<file path="src/rtl/ifu_fetch_pkg.sv">
// Shared definitions for the instruction-fetch front end: fetch FSM states and
// architectural defaults.
package ifu_fetch_pkg;

    localparam int unsigned XLEN = 32;

    localparam logic [XLEN-1:0] RESET_PC_DEFAULT = 32'h8000_0000;

    typedef enum logic [2:0] {
        StReq,
        StWait,
        StOut,
        StExec,
        StHalt
    } fetch_state_e;

endpackage

</file>
<file path="src/rtl/ifu_fetch_if.sv">
// Fetch-unit bus bundle: imem request/response channel and the decode-side
// instruction handshake. master = fetch unit, slave = imem + decode.
interface ifu_fetch_if #(
    parameter int unsigned XLEN = ifu_fetch_pkg::XLEN
);

    logic            imem_req_valid;
    logic            imem_req_ready;
    logic [XLEN-1:0] imem_addr;
    logic            imem_rsp_valid;
    logic [31:0]     imem_rsp_data;
    logic            imem_rsp_err;

    logic            inst_valid;
    logic            inst_ready;
    logic [31:0]     inst;
    logic [XLEN-1:0] inst_pc;
    logic            inst_fault;

    modport master (
        output imem_req_valid,
        output imem_addr,
        input  imem_req_ready,
        input  imem_rsp_valid,
        input  imem_rsp_data,
        input  imem_rsp_err,
        output inst_valid,
        output inst,
        output inst_pc,
        output inst_fault,
        input  inst_ready
    );

    modport slave (
        input  imem_req_valid,
        input  imem_addr,
        output imem_req_ready,
        output imem_rsp_valid,
        output imem_rsp_data,
        output imem_rsp_err,
        input  inst_valid,
        input  inst,
        input  inst_pc,
        input  inst_fault,
        output inst_ready
    );

endinterface

</file>
<file path="src/rtl/ifu_fetch.sv">
// Instruction-fetch front end: owns the PC, issues one outstanding imem fetch at a
// time and hands the result to decode, then waits for the commit that loads next_pc.
module ifu_fetch #(
    parameter int unsigned     XLEN     = ifu_fetch_pkg::XLEN,
    parameter logic [XLEN-1:0] RESET_PC = ifu_fetch_pkg::RESET_PC_DEFAULT
) (
    input  logic            clk,
    input  logic            rst,
    input  logic [XLEN-1:0] next_pc,
    input  logic            pc_update,
    ifu_fetch_if.master     bus,
    output logic [XLEN-1:0] pc,
    output logic            misalign_err,
    output logic [31:0]     fetch_cnt
);

    import ifu_fetch_pkg::*;

    fetch_state_e    state_q, state_d;
    logic [XLEN-1:0] pc_q, pc_d;
    logic [31:0]     inst_q, inst_d;
    logic [XLEN-1:0] inst_pc_q, inst_pc_d;
    logic            inst_fault_q, inst_fault_d;
    logic            misalign_q, misalign_d;
    logic [31:0]     fetch_cnt_q, fetch_cnt_d;

    logic req_active;
    logic load_pc;

    always_ff @(posedge clk or negedge rst) begin
        if (!rst) begin
            state_q      <= StReq;
            pc_q         <= RESET_PC;
            inst_q       <= '0;
            inst_pc_q    <= '0;
            inst_fault_q <= 1'b0;
            misalign_q   <= 1'b0;
            fetch_cnt_q  <= '0;
        end else begin
            state_q      <= state_d;
            pc_q         <= pc_d;
            inst_q       <= inst_d;
            inst_pc_q    <= inst_pc_d;
            inst_fault_q <= inst_fault_d;
            misalign_q   <= misalign_d;
            fetch_cnt_q  <= fetch_cnt_d;
        end
    end

    always_comb begin
        state_d      = state_q;
        pc_d         = pc_q;
        inst_d       = inst_q;
        inst_pc_d    = inst_pc_q;
        inst_fault_d = inst_fault_q;
        misalign_d   = misalign_q;
        fetch_cnt_d  = fetch_cnt_q;
        req_active   = 1'b0;
        load_pc      = 1'b0;

        unique case (state_q)
            StReq: begin
                req_active = 1'b1;
                if (bus.imem_req_ready) begin
                    state_d = StWait;
                end
            end
            StWait: begin
                if (bus.imem_rsp_valid) begin
                    inst_d       = bus.imem_rsp_data;
                    inst_pc_d    = pc_q;
                    inst_fault_d = bus.imem_rsp_err;
                    fetch_cnt_d  = fetch_cnt_q + 32'd1;
                    state_d      = StOut;
                end
            end
            StOut: begin
                if (bus.inst_ready) begin
                    // Commit in the same cycle as the handshake skips EXEC entirely.
                    if (pc_update) begin
                        load_pc = 1'b1;
                    end else begin
                        state_d = StExec;
                    end
                end
            end
            StExec: begin
                if (pc_update) begin
                    load_pc = 1'b1;
                end
            end
            StHalt: begin
                state_d = StHalt;
            end
            default: begin
                state_d = StHalt;
            end
        endcase

        if (load_pc) begin
            pc_d = next_pc;
            if (next_pc[1:0] != 2'b00) begin
                misalign_d = 1'b1;
                state_d    = StHalt;
            end else begin
                state_d = StReq;
            end
        end
    end

    // Gated by rst so no request escapes while reset is held.
    assign bus.imem_req_valid = req_active & rst;
    assign bus.imem_addr      = pc_q;
    assign bus.inst_valid     = (state_q == StOut);
    assign bus.inst           = inst_q;
    assign bus.inst_pc        = inst_pc_q;
    assign bus.inst_fault     = inst_fault_q;

    assign pc           = pc_q;
    assign misalign_err = misalign_q;
    assign fetch_cnt    = fetch_cnt_q;

endmodule

</file>
<file path="src/flat_wrapper.sv">
// flat-port wrapper written by rule: the top's interface ports become plain ports
module ifu_fetch_flat import ifu_fetch_pkg::*;
#(
    parameter int unsigned     XLEN     = ifu_fetch_pkg::XLEN,
    parameter logic [XLEN-1:0] RESET_PC = ifu_fetch_pkg::RESET_PC_DEFAULT
)
  (clk, rst, next_pc, pc_update, pc, misalign_err, fetch_cnt, bus_imem_req_valid, bus_imem_addr, bus_imem_req_ready, bus_imem_rsp_valid, bus_imem_rsp_data, bus_imem_rsp_err, bus_inst_valid, bus_inst, bus_inst_pc, bus_inst_fault, bus_inst_ready);
  ifu_fetch_if #(.XLEN(XLEN)) bus_i ();
  input  logic clk;
  input  logic rst;
  input  logic [XLEN-1:0] next_pc;
  input  logic pc_update;
  output logic [XLEN-1:0] pc;
  output logic misalign_err;
  output logic [31:0] fetch_cnt;
  output wire logic [$bits(bus_i.imem_req_valid)-1:0] bus_imem_req_valid;
  output wire logic [$bits(bus_i.imem_addr)-1:0] bus_imem_addr;
  input wire logic [$bits(bus_i.imem_req_ready)-1:0] bus_imem_req_ready;
  input wire logic [$bits(bus_i.imem_rsp_valid)-1:0] bus_imem_rsp_valid;
  input wire logic [$bits(bus_i.imem_rsp_data)-1:0] bus_imem_rsp_data;
  input wire logic [$bits(bus_i.imem_rsp_err)-1:0] bus_imem_rsp_err;
  output wire logic [$bits(bus_i.inst_valid)-1:0] bus_inst_valid;
  output wire logic [$bits(bus_i.inst)-1:0] bus_inst;
  output wire logic [$bits(bus_i.inst_pc)-1:0] bus_inst_pc;
  output wire logic [$bits(bus_i.inst_fault)-1:0] bus_inst_fault;
  input wire logic [$bits(bus_i.inst_ready)-1:0] bus_inst_ready;
  assign bus_imem_req_valid = bus_i.imem_req_valid;
  assign bus_imem_addr = bus_i.imem_addr;
  assign bus_i.imem_req_ready = bus_imem_req_ready;
  assign bus_i.imem_rsp_valid = bus_imem_rsp_valid;
  assign bus_i.imem_rsp_data = bus_imem_rsp_data;
  assign bus_i.imem_rsp_err = bus_imem_rsp_err;
  assign bus_inst_valid = bus_i.inst_valid;
  assign bus_inst = bus_i.inst;
  assign bus_inst_pc = bus_i.inst_pc;
  assign bus_inst_fault = bus_i.inst_fault;
  assign bus_i.inst_ready = bus_inst_ready;
  ifu_fetch #(.XLEN(XLEN), .RESET_PC(RESET_PC)) u_core (.clk(clk), .rst(rst), .next_pc(next_pc), .pc_update(pc_update), .bus(bus_i), .pc(pc), .misalign_err(misalign_err), .fetch_cnt(fetch_cnt));
endmodule
</file>
<file path="config.mk">
export PLATFORM = sky130hd
export DESIGN_NAME = ifu_fetch_flat
export DESIGN_NICKNAME = d
export VERILOG_FILES = /design/src/rtl/ifu_fetch_pkg.sv /design/src/rtl/ifu_fetch_if.sv /design/src/rtl/ifu_fetch.sv /design/src/flat_wrapper.sv
export SDC_FILE = /design/constraint.sdc
export NUM_CORES = 1
export LEC_CHECK = 0
export ABC_AREA = 0
export CAP_MARGIN = 20
export CORE_ASPECT_RATIO = 0.8
export CORE_MARGIN = 4
export CORE_UTILIZATION = 40
export CTS_CLUSTER_DIAMETER = 200
export DETAILED_ROUTE_END_ITERATION = 16
export GPL_ROUTABILITY_DRIVEN = 0
export GPL_TIMING_DRIVEN = 0
export HOLD_SLACK_MARGIN = 0.08
export PLACE_DENSITY = 0.76
export SETUP_SLACK_MARGIN = 0.2
export SYNTH_ARGS = -nofsm -noshare
export SYNTH_HDL_FRONTEND = slang
export SYNTH_SLANG_ARGS = --single-unit
</file>
<file path="constraint.sdc">
create_clock -name clk -period 2.4 [get_ports clk]
set_input_delay 0.48 -clock clk [delete_from_list [all_inputs] [get_ports clk]]
set_output_delay 0.48 -clock clk [all_outputs]
set_load 0.02 [all_outputs]
</file>
==> results of run 1 <==
==> cell usage after synthesis (all sizes together) <==
library cell / number / area [um2]
nand4: 8 / 50.1
xor2: 16 / 140
o21ai: 1 / 5.00
a21oi: 2 / 10.0
and4: 5 / 43.8
nor3b: 1 / 7.51
dfrtp: 132 / 3300
or3: 2 / 17.5
dfstp: 1 / 26.3
nand2: 211 / 792
xnor2: 15 / 131
nor4b: 2 / 17.5
inv: 5 / 18.8
nand3: 9 / 45.0
a211oi: 1 / 7.51
nor2: 8 / 30.0
buf: 42 / 297
nor4bb: 1 / 10.0
ha: 1 / 12.5
nor4: 6 / 50.0
mux2: 32 / 360
nand2b: 2 / 12.5
clkbuf: 11 / 41.3
and3: 5 / 31.3
and2: 3 / 18.8
nand4bb: 1 / 11.3
nor3: 11 / 90.1
==> worst max-delay path, stage by stage (launching register included) <==
cell and delay, ns:
sky130_fd_sc_hd__dfstp_2 0.56, sky130_fd_sc_hd__buf_4 0.11, sky130_fd_sc_hd__clkdlybuf4s50_1 0.58
==> cell usage in the layout (no fill, tap or decap), types with 9 or more instances in the layout <==
cell                              instances
sky130_fd_sc_hd__buf_4                   35
sky130_fd_sc_hd__clkbuf_1                 9
sky130_fd_sc_hd__clkbuf_16               17
sky130_fd_sc_hd__clkdlybuf4s50_1        231
sky130_fd_sc_hd__dfrtp_1                132
sky130_fd_sc_hd__mux2_2                  32
sky130_fd_sc_hd__nand2_1                211
sky130_fd_sc_hd__nand3_1                  9
sky130_fd_sc_hd__xnor2_1                 15
sky130_fd_sc_hd__xor2_1                  16
==> power breakdown <==
group	total (mW)	switching, mW	leakage (nW)	internal [mW]
clock	2.64	0.923	0.296	1.71
sequential	3.66	0.615	1.69	3.04
combinational	5.13	2.51	2.19	2.63
total	11.4	4.04	4.19	7.38
==> cell families after synthesis <==
logic type	Yosys count	synth area share, %
AOI/OAI and AO/OA	4	0.404
muxes	32	6.46
buffers and inverters	58	6.39
xor gates and xnor gates	31	4.87
and+or+nand+nor	275	22.0
adders and majority gates	1	0.224
DFF	133	59.7
==> flip-flops by register name (all words and copies together), names as in the netlist <==
signal                 cells
u_core.bus.imem_addr      32
u_core.state_q             3
u_core.bus.inst           32
u_core.bus.inst_fault      1
u_core.misalign_err        1
u_core.bus.inst_pc        32
u_core.fetch_cnt          32
==> cell type report <==
class                           count  area [um2]
Buffer                             53         340
Clock buffer                       24         522
Clock inverter                      7        92.6
Fill cell                        1021        4660
Inverter                            5        18.8
Multi-Input combinational cell    343        1900
Sequential cell                   133        3330
Tap cell                          180         225
Timing Repair Buffer              242        2510
==> metrics by stage <==
step                      hold WS, ns  power (mW)
after floorplan                 0.184        6.18
after detailed placement        0.460        8.83
final                           0.144        11.4
after global routing            0.144        12.1
after CTS                       0.136        11.6
after global placement          0.452        8.72
==> worst max-delay path by stage <==
| stage | end | slack (ns) | depth (start not counted) |
|---|---|---|---|
| after floorplan | u_core.fetch_cnt[29] | 0.68 | 4 |
| after global placement | bus_imem_req_valid | -4.45 | 3 |
| after detailed placement | bus_imem_req_valid | -0.47 | 4 |
| after CTS | u_core.fetch_cnt[22] | 0.23 | 6 |
| after global routing | pc[31] | 0.21 | 2 |
| final | pc[31] | 0.26 | 2 |
==> timing repair <==
item	in CTS	in global routing
setup buffers	0	2
cloned	1	0
hold endpoints to repair	54	0
hold buffers	4	0
pin swaps	0	1
gates resized for setup	4	5
setup endpoints to repair	2	24
==> per-layer routing <==
layer	GRT usage (%)	share of wire, %
met2	32.5	48
met4	4.20	0.99
met3	9.01	8.6
met1	25.5	42
met5	0	0
==> out/qor.txt, run 1 <==
=====================================================================================
Area of the die                                                            0.0159 mm2
Worst path required time                                                      1.92 ns
Number of vias per cell after detailed routing                                   4.71
Final worst clock skew                                                     0.00857 ns
Lkg Pwr                                                                       4.19 nW
Tcrit/Tclk final                                                                89.2%
Final critical path time including I/O delays and setup                       2.14 ns
Launching element type of the critical path                                  register
Diode count                                                                         0
Num Clock Sinks                                                                   133
Endpoint class of the critical path                                        output pin
Syn nets                                                                          606
Worst reg2reg path depth                                                            4
Clock root cell                                                          sky130_fd_sc_hd__clkbuf_16
Average cell area after synthesis                                            10.5 um2
Setup slack of the worst register-to-register path                            0.45 ns
Horiz. Die Dim                                                                 140 um
Setup_tns                                                                        0 ns
Status                                                                      completed
RSZ-0062 raised after global routing                                            false
Mapped Area                                                               0.00558 mm2
Util after Layout                                                               65.7%
Classification of the worst setup path                                        reg2out
Worst-case setup slack after placement                                      -0.474 ns
Maximum root-to-sink buffer count                                                   2
Post-place instance area                                                  0.00818 mm2
Clock latency of the later-clocked register in the worst-skew pair            0.41 ns
Reg2Reg Launch Point                                                     u_core.fetch_cnt[8]
H-tree Lvls                                                                         4
Number of global-route vias before repair                                        4993
Net count of the finished layout                                                  867
Initial core utilization                                                        41.0%
# port buffers                                                                    234
Yosys synthesis warning count                                                       0
Max Fanout on Critical Path                                                         4
First-pass GRT wire length                                                   25700 um
Count of final max-slew check failures                                              0
Area Overhead vs Synth                                                          60.2%
Worst setup startpoint                                                   u_core.bus.imem_addr[31]
Number of standard cells after synthesis                                          534
Headroom to the max-slew limit                                                  54.5%
Wire length after detailed routing                                           15700 um
Global Route Usage Sum                                                          20.2%
Peak ir drop on the vdd network                                               1040 uV
IO Count                                                                          235
Die boundary height                                                            114 um
Count of placed standard cells in the final layout, fillers left out              987
Remaining global-route overflow                                                     0
FMAX                                                                          467 MHz
Routed wire length per instance                                               15.9 um
Flip-flop and latch count after synthesis                                         133
Endpoint of the worst-slack reg-to-reg timing path                       u_core.fetch_cnt[31]
Number of distinct library cells after synthesis                                   33
Total instance count after detailed placement                                     949
Antenna violations before repair                                                    0
Final setup violation count                                                         0
Std cell rows                                                                      38
HPWL after DPL                                                               11100 um
Non-Filler Cell Area, Final                                               0.00894 mm2
Via count                                                                        4647
Final Worst Setup Slack                                                      0.260 ns
CTS tree                                                                          yes
Number of nets with antenna violations after detailed routing                       0
Share of cells above drive strength 1                                           15.5%
Slew of the pin with the lowest slew margin                                  0.676 ns
Initial DRC Count                                                                 170
Final number of hold-violating endpoints                                            0
Type of the worst min-delay path                                             in2async
Largest net degree at the start of global routing                                  55
First-pass detailed-route iteration total                                           4
Arrival @ worst endpoint                                                      1.66 ns
Sequential fraction of the synthesis area                                       59.7%
Cell Pwr Density                                                          1280 mW/mm2
Final routed DRC violation total                                                    0
Clock-pin slew of the registers on the worst-case setup and hold paths        0.06 ns
Max capacitance violation total                                                     0
Floorplan Core Area                                                        0.0136 mm2
Number of buffers created by CTS                                                   17
=====================================================================================
Note: power is estimated with default switching activity, not from simulation.
==> run 2, diff against run 1 <==
--- a/config.mk
+++ b/config.mk
@@ -17,6 +17,7 @@
 export HOLD_SLACK_MARGIN = 0.08
 export PLACE_DENSITY = 0.76
 export SETUP_SLACK_MARGIN = 0.2
+export SLEW_MARGIN = 10
 export SYNTH_ARGS = -nofsm -noshare
 export SYNTH_HDL_FRONTEND = slang
 export SYNTH_SLANG_ARGS = --single-unit
==> results of run 2 <==
The final DEF is identical to that of run 1; final timing and power are the same.
